[src/rtl/adder_pkg.sv]
// ---------------------------------------------------------------------------
// adder_pkg
// Shared definitions for the sequential chunked adder:
//   state_t     - FSM encoding used by seq_adder (IDLE, BUSY, DONE)
//   DEF_WIDTH   - default operand/result width in bits
//   DEF_CHUNK   - default number of bits added per BUSY cycle
// ---------------------------------------------------------------------------
package adder_pkg;

   typedef enum logic [1:0] {
      IDLE = 2'd0,
      BUSY = 2'd1,
      DONE = 2'd2
   } state_t;

   localparam int DEF_WIDTH = 32;
   localparam int DEF_CHUNK = 8;

endpackage : adder_pkg

[src/rtl/ripple_adder.sv]
// ---------------------------------------------------------------------------
// ripple_adder
// Purely combinational W-bit ripple-carry adder.
// Ports:
//   a, b   in  [W-1:0]  operands
//   ci     in           carry-in
//   s      out [W-1:0]  sum
//   co     out          carry out of the MSB
//   c_msb  out          carry into the MSB (for signed overflow detection)
// ---------------------------------------------------------------------------
module ripple_adder #(
   parameter int W = 8
) (
   input  logic [W-1:0] a,
   input  logic [W-1:0] b,
   input  logic         ci,
   output logic [W-1:0] s,
   output logic         co,
   output logic         c_msb
);

   // NOTE: the carry is a local variable updated with blocking assignments so
   // each loop iteration sees the previous bit's carry; every output gets a
   // default first so no path leaves it unassigned and no latch is inferred.
   always_comb begin
      logic carry;
      carry = ci;
      s     = '0;
      c_msb = 1'b0;
      for (int i = 0; i < W; i++) begin
         if (i == W - 1) c_msb = carry;
         s[i]  = a[i] ^ b[i] ^ carry;
         carry = (a[i] & b[i]) | (carry & (a[i] ^ b[i]));
      end
      co = carry;
   end

endmodule : ripple_adder

[src/rtl/seq_adder.sv]
// ---------------------------------------------------------------------------
// seq_adder
// Multi-cycle adder: operands are captured on a valid/ready handshake and
// summed CHUNK bits per cycle through a single CHUNK-wide ripple_adder.
// The result is presented with out_valid until the consumer takes it.
// Optional feature (macro ADDER_SUB_EN): adds input `sub`; when set, the
// block computes a + ~b + 1 (ci ignored), and co=1 means "no borrow".
// Ports:
//   clk        in            clock, all state on rising edge
//   rst        in            asynchronous active-high reset
//   in_valid   in            a, b, ci (and sub) valid
//   in_ready   out           block is IDLE and can accept operands
//   a, b       in  [WIDTH]   operands
//   ci         in            carry-in
//   sub        in            subtract select (only with ADDER_SUB_EN)
//   out_valid  out           sum, co, ovf valid (DONE state)
//   out_ready  in            consumer accepts the result
//   sum        out [WIDTH]   result
//   co         out           unsigned carry-out
//   ovf        out           two's-complement overflow
// ---------------------------------------------------------------------------
module seq_adder
   import adder_pkg::*;
#(
   parameter int WIDTH = DEF_WIDTH,
   parameter int CHUNK = DEF_CHUNK
) (
   input  logic             clk,
   input  logic             rst,
   input  logic             in_valid,
   output logic             in_ready,
`ifdef ADDER_SUB_EN
   input  logic             sub,
`endif
   input  logic [WIDTH-1:0] a,
   input  logic [WIDTH-1:0] b,
   input  logic             ci,
   output logic             out_valid,
   input  logic             out_ready,
   output logic [WIDTH-1:0] sum,
   output logic             co,
   output logic             ovf
);

   localparam int NCHUNK = WIDTH / CHUNK;
   localparam int IDX_W  = (NCHUNK > 1) ? $clog2(NCHUNK) : 1;
   localparam logic [IDX_W-1:0] LAST_IDX = IDX_W'(NCHUNK - 1);

   if (CHUNK < 1 || (WIDTH % CHUNK) != 0) begin : g_bad_cfg
      $error("seq_adder: WIDTH must be a positive multiple of CHUNK");
   end

   state_t           state;
   logic [WIDTH-1:0] a_r;
   logic [WIDTH-1:0] b_r;
   logic             carry_r;
   logic [IDX_W-1:0] idx;

   logic [CHUNK-1:0] chunk_s;
   logic             chunk_co;
   logic             chunk_cmsb;

   ripple_adder #(.W(CHUNK)) u_ripple (
      .a     (a_r[idx*CHUNK +: CHUNK]),
      .b     (b_r[idx*CHUNK +: CHUNK]),
      .ci    (carry_r),
      .s     (chunk_s),
      .co    (chunk_co),
      .c_msb (chunk_cmsb)
   );

   assign in_ready  = (state == IDLE);
   assign out_valid = (state == DONE);

   // NOTE: every register, including the captured operands, is reset so an
   // aborted operation leaves no stale data behind; state uses <= only.
   always_ff @(posedge clk or posedge rst) begin
      if (rst) begin
         state   <= IDLE;
         a_r     <= '0;
         b_r     <= '0;
         carry_r <= 1'b0;
         idx     <= '0;
         sum     <= '0;
         co      <= 1'b0;
         ovf     <= 1'b0;
      end else begin
         case (state)
            IDLE: begin
               if (in_valid) begin
                  a_r <= a;
                  idx <= '0;
`ifdef ADDER_SUB_EN
                  // Subtraction is a + ~b + 1: invert b once at capture and
                  // seed the carry with 1 so the datapath stays an adder.
                  b_r     <= sub ? ~b : b;
                  carry_r <= sub ? 1'b1 : ci;
`else
                  b_r     <= b;
                  carry_r <= ci;
`endif
                  state <= BUSY;
               end
            end
            BUSY: begin
               sum[idx*CHUNK +: CHUNK] <= chunk_s;
               carry_r                 <= chunk_co;
               if (idx == LAST_IDX) begin
                  co    <= chunk_co;
                  ovf   <= chunk_cmsb ^ chunk_co;
                  state <= DONE;
               end else begin
                  idx <= idx + 1'b1;
               end
            end
            DONE: begin
               if (out_ready) state <= IDLE;
            end
            default: state <= IDLE;
         endcase
      end
   end

endmodule : seq_adder
[config.mk]
export PLATFORM = sky130hd
export DESIGN_NAME = seq_adder
export DESIGN_NICKNAME = d
export VERILOG_FILES = /design/src/rtl/adder_pkg.sv /design/src/rtl/ripple_adder.sv /design/src/rtl/seq_adder.sv
export SDC_FILE = /design/constraint.sdc
export NUM_CORES = 1
export LEC_CHECK = 0
export BUFFER_PORTS_ARGS = -buffer_cell sky130_fd_sc_hd__buf_4
export CAP_MARGIN = 20
export CORE_UTILIZATION = 50
export CTS_BUF_LIST = sky130_fd_sc_hd__clkbuf_2
export DETAILED_ROUTE_END_ITERATION = 12
export PLACE_DENSITY_LB_ADDON = 0.05
export SYNTH_ARGS = -nofsm -noshare
export SYNTH_HDL_FRONTEND = slang
export SYNTH_HIERARCHICAL = 1
export SYNTH_SLANG_ARGS = --single-unit
[constraint.sdc]
create_clock -name clk -period 12.6 [get_ports clk]
set_clock_uncertainty 0.1 [all_clocks]
set_input_delay 2.52 -clock clk [delete_from_list [all_inputs] [get_ports clk]]
set_output_delay 2.52 -clock clk [all_outputs]
set_load 0.005 [all_outputs]
==> impl_metrics.json, run 1 <==
{
  "r2r_end": "sum[7]",
  "worst_setup_path_end_kind": "register",
  "hold_depth": 1,
  "dpl.hpwl_um": 7140,
  "viasPerCell": 5.35,
  "combPwrFrac": 0.571,
  "async_flop_share": 1.00,
  "cts_buffers": 9,
  "synth_cells": 355,
  "port_buffers": 104,
  "path_clk_slew_ns": 0.27,
  "crit_slowest_cell": "dfrtp_1",
  "crit_type": "reg -> reg",
  "r2r-start": "idx[1]",
  "crit_arrival_ns": 5.32,
  "status": "complete, no violations",
  "slowest_delay_ns": 0.68,
  "grt_remaining_overflow": 0,
  "cp_cell_sequence": "mux4_2, fa_1, inv_1, fa_1, inv_1, fa_1, fa_1, fa_1, fa_1, inv_1, fa_1, inv_1, fa_1, and4bb_2, mux2_2",
  "die_area_sq_um": 10300,
  "postCtsSetupRepairBufs": 0,
  "drc": 0,
  "cp-startpoint": "idx[1]",
  "ant_nets": 0,
  "ys.flop_type": "dfrtp_1",
  "fin_cells": 581,
  "p_sw_frac": 0.416,
  "final_nets": 529,
  "root_buffer": "clkbuf_2",
  "clock_latency_ns": 0.54,
  "grt_pass1_wl_um": 16300,
  "cts.path.max_buffers": 2,
  "drive_gt1_frac": 0.509,
  "top_usage_layer": "met2",
  "antenna_found_initial": 0,
  "area_growth_syn_to_layout_pct": 19.2,
  "dpl.cell_count": 564,
  "tns_ns": 0,
  "fp.coreArea_sq_um": 9420,
  "syn_area_sq_um": 4950,
  "ctsResizeCount": 0,
  "pwr-share-seq": 0.349,
  "diodes": 0,
  "holdBufCountCts": 0,
  "synth.most_common_cell": "dfrtp_1",
  "drv_slew": 0,
  "cellPowerDensity_nw_per_um2": 281,
  "track_usage": 0.214,
  "cp_max_fo": 9,
  "yosys-top-cells-count": "dfrtp_1, mux2_2, inv_1, nand2_1",
  "start_util": 0.526,
  "drt-initial-drc-count": 122,
  "cp.required_ns": 12.96,
  "p_switching_w": 0.000690,
  "rsz0062_at_grt": "false",
  "pwr-share-clk": 0.080,
  "grt_use_met1": 0.291,
  "clock_sinks": 103,
  "syn-num-nets": 437,
  "cp-start-kind": "register",
  "num_rows": 35,
  "crit_end": "sum[7]",
  "avgSynthCellArea_sq_um": 13.9,
  "yosysTopAreaCell": "dfrtp_1",
  "vias": 3108,
  "finalHoldViolCount": 0,
  "ys_seq_area_frac": 0.521,
  "report.final.setup_viol": 0,
  "cts_tree": "built",
  "finalCriticalPeriod_ns": 4.95,
  "synth_top_area_share": 0.521,
  "hp-class": "reg -> reg",
  "die_y_um": 101,
  "die_w_um": 101,
  "maxCapViolCount": 0,
  "p_int_w": 0.000970,
  "crit_top_cell": "fa_1",
  "dr.pass1.iters": 4,
  "routabilityCongestion": 0.791,
  "fmax_ghz": 0.202,
  "ys_types": 32,
  "reg2reg_depth": 15,
  "ff2ff_setup_slack_ns": 7.65,
  "max_slew_margin": 0.467,
  "synth_area_leaders": "dfrtp_1, mux2_2, mux4_2",
  "first_global_vias": 3154,
  "grt_max_degree": 80,
  "worst_slew_pin_slew_ns": 0.799,
  "met3_usage": 0.0386,
  "cts.htree.levels": 3,
  "p_leak_nw": 2.65,
  "io_pins": 105,
  "met2_usage": 0.346,
  "synth_edf_count": 0,
  "wl_per_cell_um": 17.2,
  "yosys_warnings": 6,
  "postRouteWirelength_um": 10000,
  "vdd_drop_max_mv": 0.181,
  "ys_seq_elements": 103,
  "period_share": 0.393
}
==> cell families (layout without fill, tap and decap cells) <==
| kind of cell | Yosys count | in the layout | synth area share |
|---|---|---|---|
| flip-flops | 103 | 103 | 0.521 |
| multiplexers | 90 | 90 | 0.241 |
| buffers and inverters | 66 | 163 | 0.0584 |
| AND/OR/NAND/NOR | 52 | 52 | 0.0678 |
| AO/OA/AOI/OAI | 30 | 30 | 0.0650 |
| adder cells (fa/ha/maj) | 13 | 13 | 0.0450 |
| XOR/XNOR | 1 | 1 | 0.00177 |
==> sequential cells by signal, summed over array words and instances (netlist names) <==
register  count
a_r          32
b_r          32
carry_r       1
co            1
idx           2
ovf           1
state         2
sum          32
==> area by class of cell <==
type | instances | area [sq um]
tap | 129 | 161
fill | 749 | 3520
multi-input combinational | 186 | 2090
timing repair buffer | 109 | 838
clock inverter | 5 | 35.0
inverter | 38 | 145
clock buffer | 11 | 55.1
sequential | 103 | 2580
==> worst max-delay path: cells and delay by family (launching register included) <==
kind                       cells  cell delay, ns
adders and majority gates      8            2.74
muxes                          2            0.84
DFF                            1            0.68
buffers and inverters          4            0.25
and+or+nand+nor                1            0.25
==> placed cells by master, fill, tap and decap left out, types with 2 or more instances in the layout <==
cell type and count:
inv_1 37, and3b_1 4, dfrtp_1 103, nand3_1 2
fa_1 8, mux4_2 16, and4bb_2 8, nand2b_1 5
clkbuf_2 11, nand2_1 25, ha_1 5, mux2_2 67
clkinvlp_4 3, mux2_1 7, o221ai_1 2, or2_2 2
o32ai_2 8, buf_4 108, o32ai_1 16
==> worst min path at each step <==
stage,startpoint,end,slack [ns]
final,sum[2],sum[2],0.43
after global routing,sum[2],sum[2],0.46
after CTS,sum[2],sum[2],0.43
after global placement,sum[0],sum[0],0.37
after floorplan,a_r[16],a_r[16],0.38
after detailed placement,sum[2],sum[2],0.38
==> metal layers <==
layer  vias up  part of all wire
met2        89              0.50
met1      1569              0.44
met4         0             0.015
li1       1438                 -
met5         -                 0
met3        12             0.048
==> through the flow <==
stage	instance area (sq um)	util	hold WS, ns	worst slack, ns	power [W]
floorplan	4950	-	0.375	7.28	0.00122
global placement	5780	0.614	0.369	7.77	0.00154
detailed placement	5780	0.614	0.377	7.68	0.00155
CTS	5870	0.624	0.431	7.64	0.00168
global route	5900	0.627	0.455	7.42	0.00179
finish	5900	0.627	0.425	7.65	0.00166
==> power by group through the flow <==
stage	logic (W)	clock network [W]	registers, W
floorplan	0.000666	0	0.000556
global placement	0.000951	0	0.000586
detailed placement	0.000959	0	0.000591
CTS	0.000962	0.000138	0.000582
global route	0.00104	0.000152	0.000601
finish	0.000947	0.000133	0.000580
(Power assumes the default switching activity.)
==> inputs of run 2 (changes only) <==
--- a/config.mk
+++ b/config.mk
@@ -5,6 +5,7 @@
 export SDC_FILE = /design/constraint.sdc
 export NUM_CORES = 1
 export LEC_CHECK = 0
+export ABC_AREA = 1
 export BUFFER_PORTS_ARGS = -buffer_cell sky130_fd_sc_hd__buf_4
 export CAP_MARGIN = 20
 export CORE_UTILIZATION = 50
==> constraint.sdc (replaced) <==
create_clock -name clk -period 4 [get_ports clk]
set_clock_uncertainty 0.1 [all_clocks]
set_input_delay 0.8 -clock clk [delete_from_list [all_inputs] [get_ports clk]]
set_output_delay 0.8 -clock clk [all_outputs]
set_load 0.005 [all_outputs]
==> run 2 against run 1 <==
The run now ends with setup timing left. Critical endpoint is now sum[31]. Die area rose by 3.9%. Final area rose by 5.5%. Synthesized cell count rose by 80%. Sequential power rose to 3.0 times the previous value. Fmax rose by 18%. Count of clock-buffer cells in the layout did not move. Critical path depth rose by 5. Setup slack got worse by 7.8 ns. Flip-flop and latch count did not move. Synthesized area rose by 4.0%. Non-clock buffer count rose by 10. Highest routed layer unchanged.
==> impl_metrics.json, run 2 <==
{
  "p_leak_nw": 3.49,
  "die_y_um": 103,
  "crit_arrival_ns": 4.63,
  "synth.most_common_cell": "nand2_1",
  "tns_ns": -0.951,
  "postRouteWirelength_um": 11700,
  "finalCriticalPeriod_ns": 4.19,
  "status": "finished, violations left",
  "vdd_drop_max_mv": 0.408,
  "final_cell_area_sq_um": 6230,
  "diodes": 0,
  "report.final.setup_viol": 9,
  "clock_latency_ns": 0.58,
  "rsz0062_at_grt": "true",
  "worst_slew_pin_slew_ns": 0.617,
  "period_share": 1.05,
  "ys_seq_area_frac": 0.501,
  "maxCapViolCount": 0,
  "first_global_vias": 3995,
  "synth_top_area_share": 0.501,
  "drv_slew": 0,
  "start_util": 0.522,
  "routabilityCongestion": 0.846,
  "yosysTopAreaCell": "dfrtp_1",
  "vias": 4263,
  "fp.coreArea_sq_um": 9860,
  "timing.final.ws_setup_ns": -0.189,
  "finalHoldViolCount": 0,
  "grt_max_degree": 72,
  "antenna_found_initial": 0,
  "cts.path.max_buffers": 2,
  "track_usage": 0.236,
  "ys.flop_type": "dfrtp_1",
  "final_nets": 819,
  "cp.required_ns": 4.45,
  "cts_buffers": 9,
  "met2_length_um": 5950,
  "avgSynthCellArea_sq_um": 8.06,
  "cellPowerDensity_nw_per_um2": 911,
  "hp-class": "in -> async",
  "synth_area_leaders": "dfrtp_1, nand2_1, inv_1",
  "root_buffer": "clkbuf_2",
  "grt_pass1_wl_um": 19000,
  "area_growth_syn_to_layout_pct": 21.0,
  "dpl.cell_count": 858,
  "io_pins": 105,
  "die_w_um": 103,
  "met1Wirelength_um": 5250,
  "dr.max_layer_used": "met4",
  "hold_ws_ns": 0.157,
  "ys_seq_elements": 103,
  "drive_gt1_frac": 0.213,
  "layout_common_cells": "nand2_1, buf_4, dfrtp_1",
  "ys_types": 24,
  "async_flop_share": 1.00,
  "top_regs": "a_r (32), b_r (32), sum (32)",
  "wl_per_cell_um": 13.4,
  "violations": "setup timing",
  "drc": 0,
  "cp-start-kind": "register",
  "crit_type": "reg -> reg",
  "syn-num-nets": 721,
  "holdBufCountCts": 0,
  "viasPerCell": 4.87,
  "port_buffers": 104,
  "die_area_sq_um": 10700,
  "synth_cells": 639,
  "ant_nets": 0,
  "num_rows": 36,
  "cts.htree.levels": 3,
  "max_slew_margin": 0.589,
  "met3_length_um": 359,
  "final_common_cell": "nand2_1",
  "dpl.hpwl_um": 8630,
  "worst_setup_path_end_kind": "register",
  "fmax_ghz": 0.239,
  "dr.pass1.iters": 4,
  "yosys_warnings": 6,
  "grt_remaining_overflow": 0,
  "yosys-top-cells-count": "nand2_1, dfrtp_1, inv_1, nand3_1",
  "cts_tree": "built",
  "syn_area_sq_um": 5150,
  "fin_cells": 875,
  "clock_sinks": 103,
  "cp_max_fo": 10,
  "synth_edf_count": 0,
  "drt-initial-drc-count": 159,
  "post_dp_cell_area_sq_um": 6080,
  "path_clk_slew_ns": 0.28
}
==> run 2: changes by cell type in the layout (fill, tap and decap cells not counted), sizes merged, moves of 4 or more <==
cell,previous run,this run
nand2,25,272
mux2,74,0
inv,38,81
nand3,2,43
o211ai,0,30
o21a,0,30
o32ai,24,0
nor2,1,20
mux4,16,0
buf,109,119
and4bb,8,0
nor3,0,8
nand2b,5,0
and3b,4,0
==> run 2: cell type report <==
type	instances	area [sq um]
clock buffer	11	55.1
clock inverter	5	81.3
fill	905	3640
inverter	80	305
multi-input combinational	424	2130
sequential	103	2580
tap	133	166
timing repair buffer	119	906
==> run 2: per-stage QoR <==
| stage | total power (W) | worst slack [ns] | utilization |
|---|---|---|---|
| after CTS | 0.00568 | -0.215 | 0.632 |
| after global routing | 0.00623 | -0.403 | 0.631 |
| after floorplan | 0.00407 | -0.170 | - |
| final | 0.00567 | -0.189 | 0.631 |
| after global placement | 0.00504 | -0.0589 | 0.616 |
| after detailed placement | 0.00512 | -0.186 | 0.616 |
==> run 2: cell families after synthesis <==
| logic type | count (synthesis) | synth area share |
|---|---|---|
| AO/OA/AOI/OAI | 64 | 0.0919 |
| XOR/XNOR | 1 | 0.00170 |
| flip-flops | 103 | 0.501 |
| AND/OR/NAND/NOR | 346 | 0.274 |
| adder cells (fa/ha/maj) | 13 | 0.0433 |
| buffers and inverters | 112 | 0.0885 |
==> run 2: where the power goes <==
group | internal [W] | switching (W)
logic | 0.00136 | 0.00202
registers | 0.00150 | 0.000237
clock network | 0.000213 | 0.000345
total | 0.00307 | 0.00261
==> run 2: critical path: stages, from the launching register on <==
cell and delay (ns):
dfrtp_1 0.48, inv_4 0.11, nand2_1 0.07, o211ai_1 0.07
nand2_1 0.11, fa_2 0.40, inv_2 0.06, fa_1 0.16
inv_1 0.05, fa_2 0.34, fa_2 0.37, fa_2 0.34
fa_2 0.36, inv_2 0.06, fa_2 0.20, inv_2 0.04
fa_1 0.50, inv_1 0.07, nor3_2 0.13, nand2_1 0.08
nand2_1 0.07
==> run 2: what timing repair did <==
item                                    4_1_cts  5_1_grt
endpoints found under the setup margin       10       13
setup buffers                                 2        0
resized for setup                             1        2
==> run 2: layer usage <==
metal,up-vias,global-route usage
li1,2185,-
met4,0,0.0791
met1,1981,0.294
met3,17,0.0383
met5,-,0
met2,80,0.418
==> run 2: worst paths after layout <==
path / start / cells after the start / slack [ns] / endpoint
worst min-delay path: rst / 2 / 0.16 / b_r[3]
worst max-delay path: idx[0] / 20 / -0.19 / sum[31]
min in group clk: out_ready / 2 / 0.27 / state[1]
worst min register to register: b_r[25] / 2 / 0.41 / b_r[25]
worst max register to register: idx[0] / 20 / -0.19 / sum[31]
max in group asynchronous: rst / 3 / 2.82 / b_r[9]
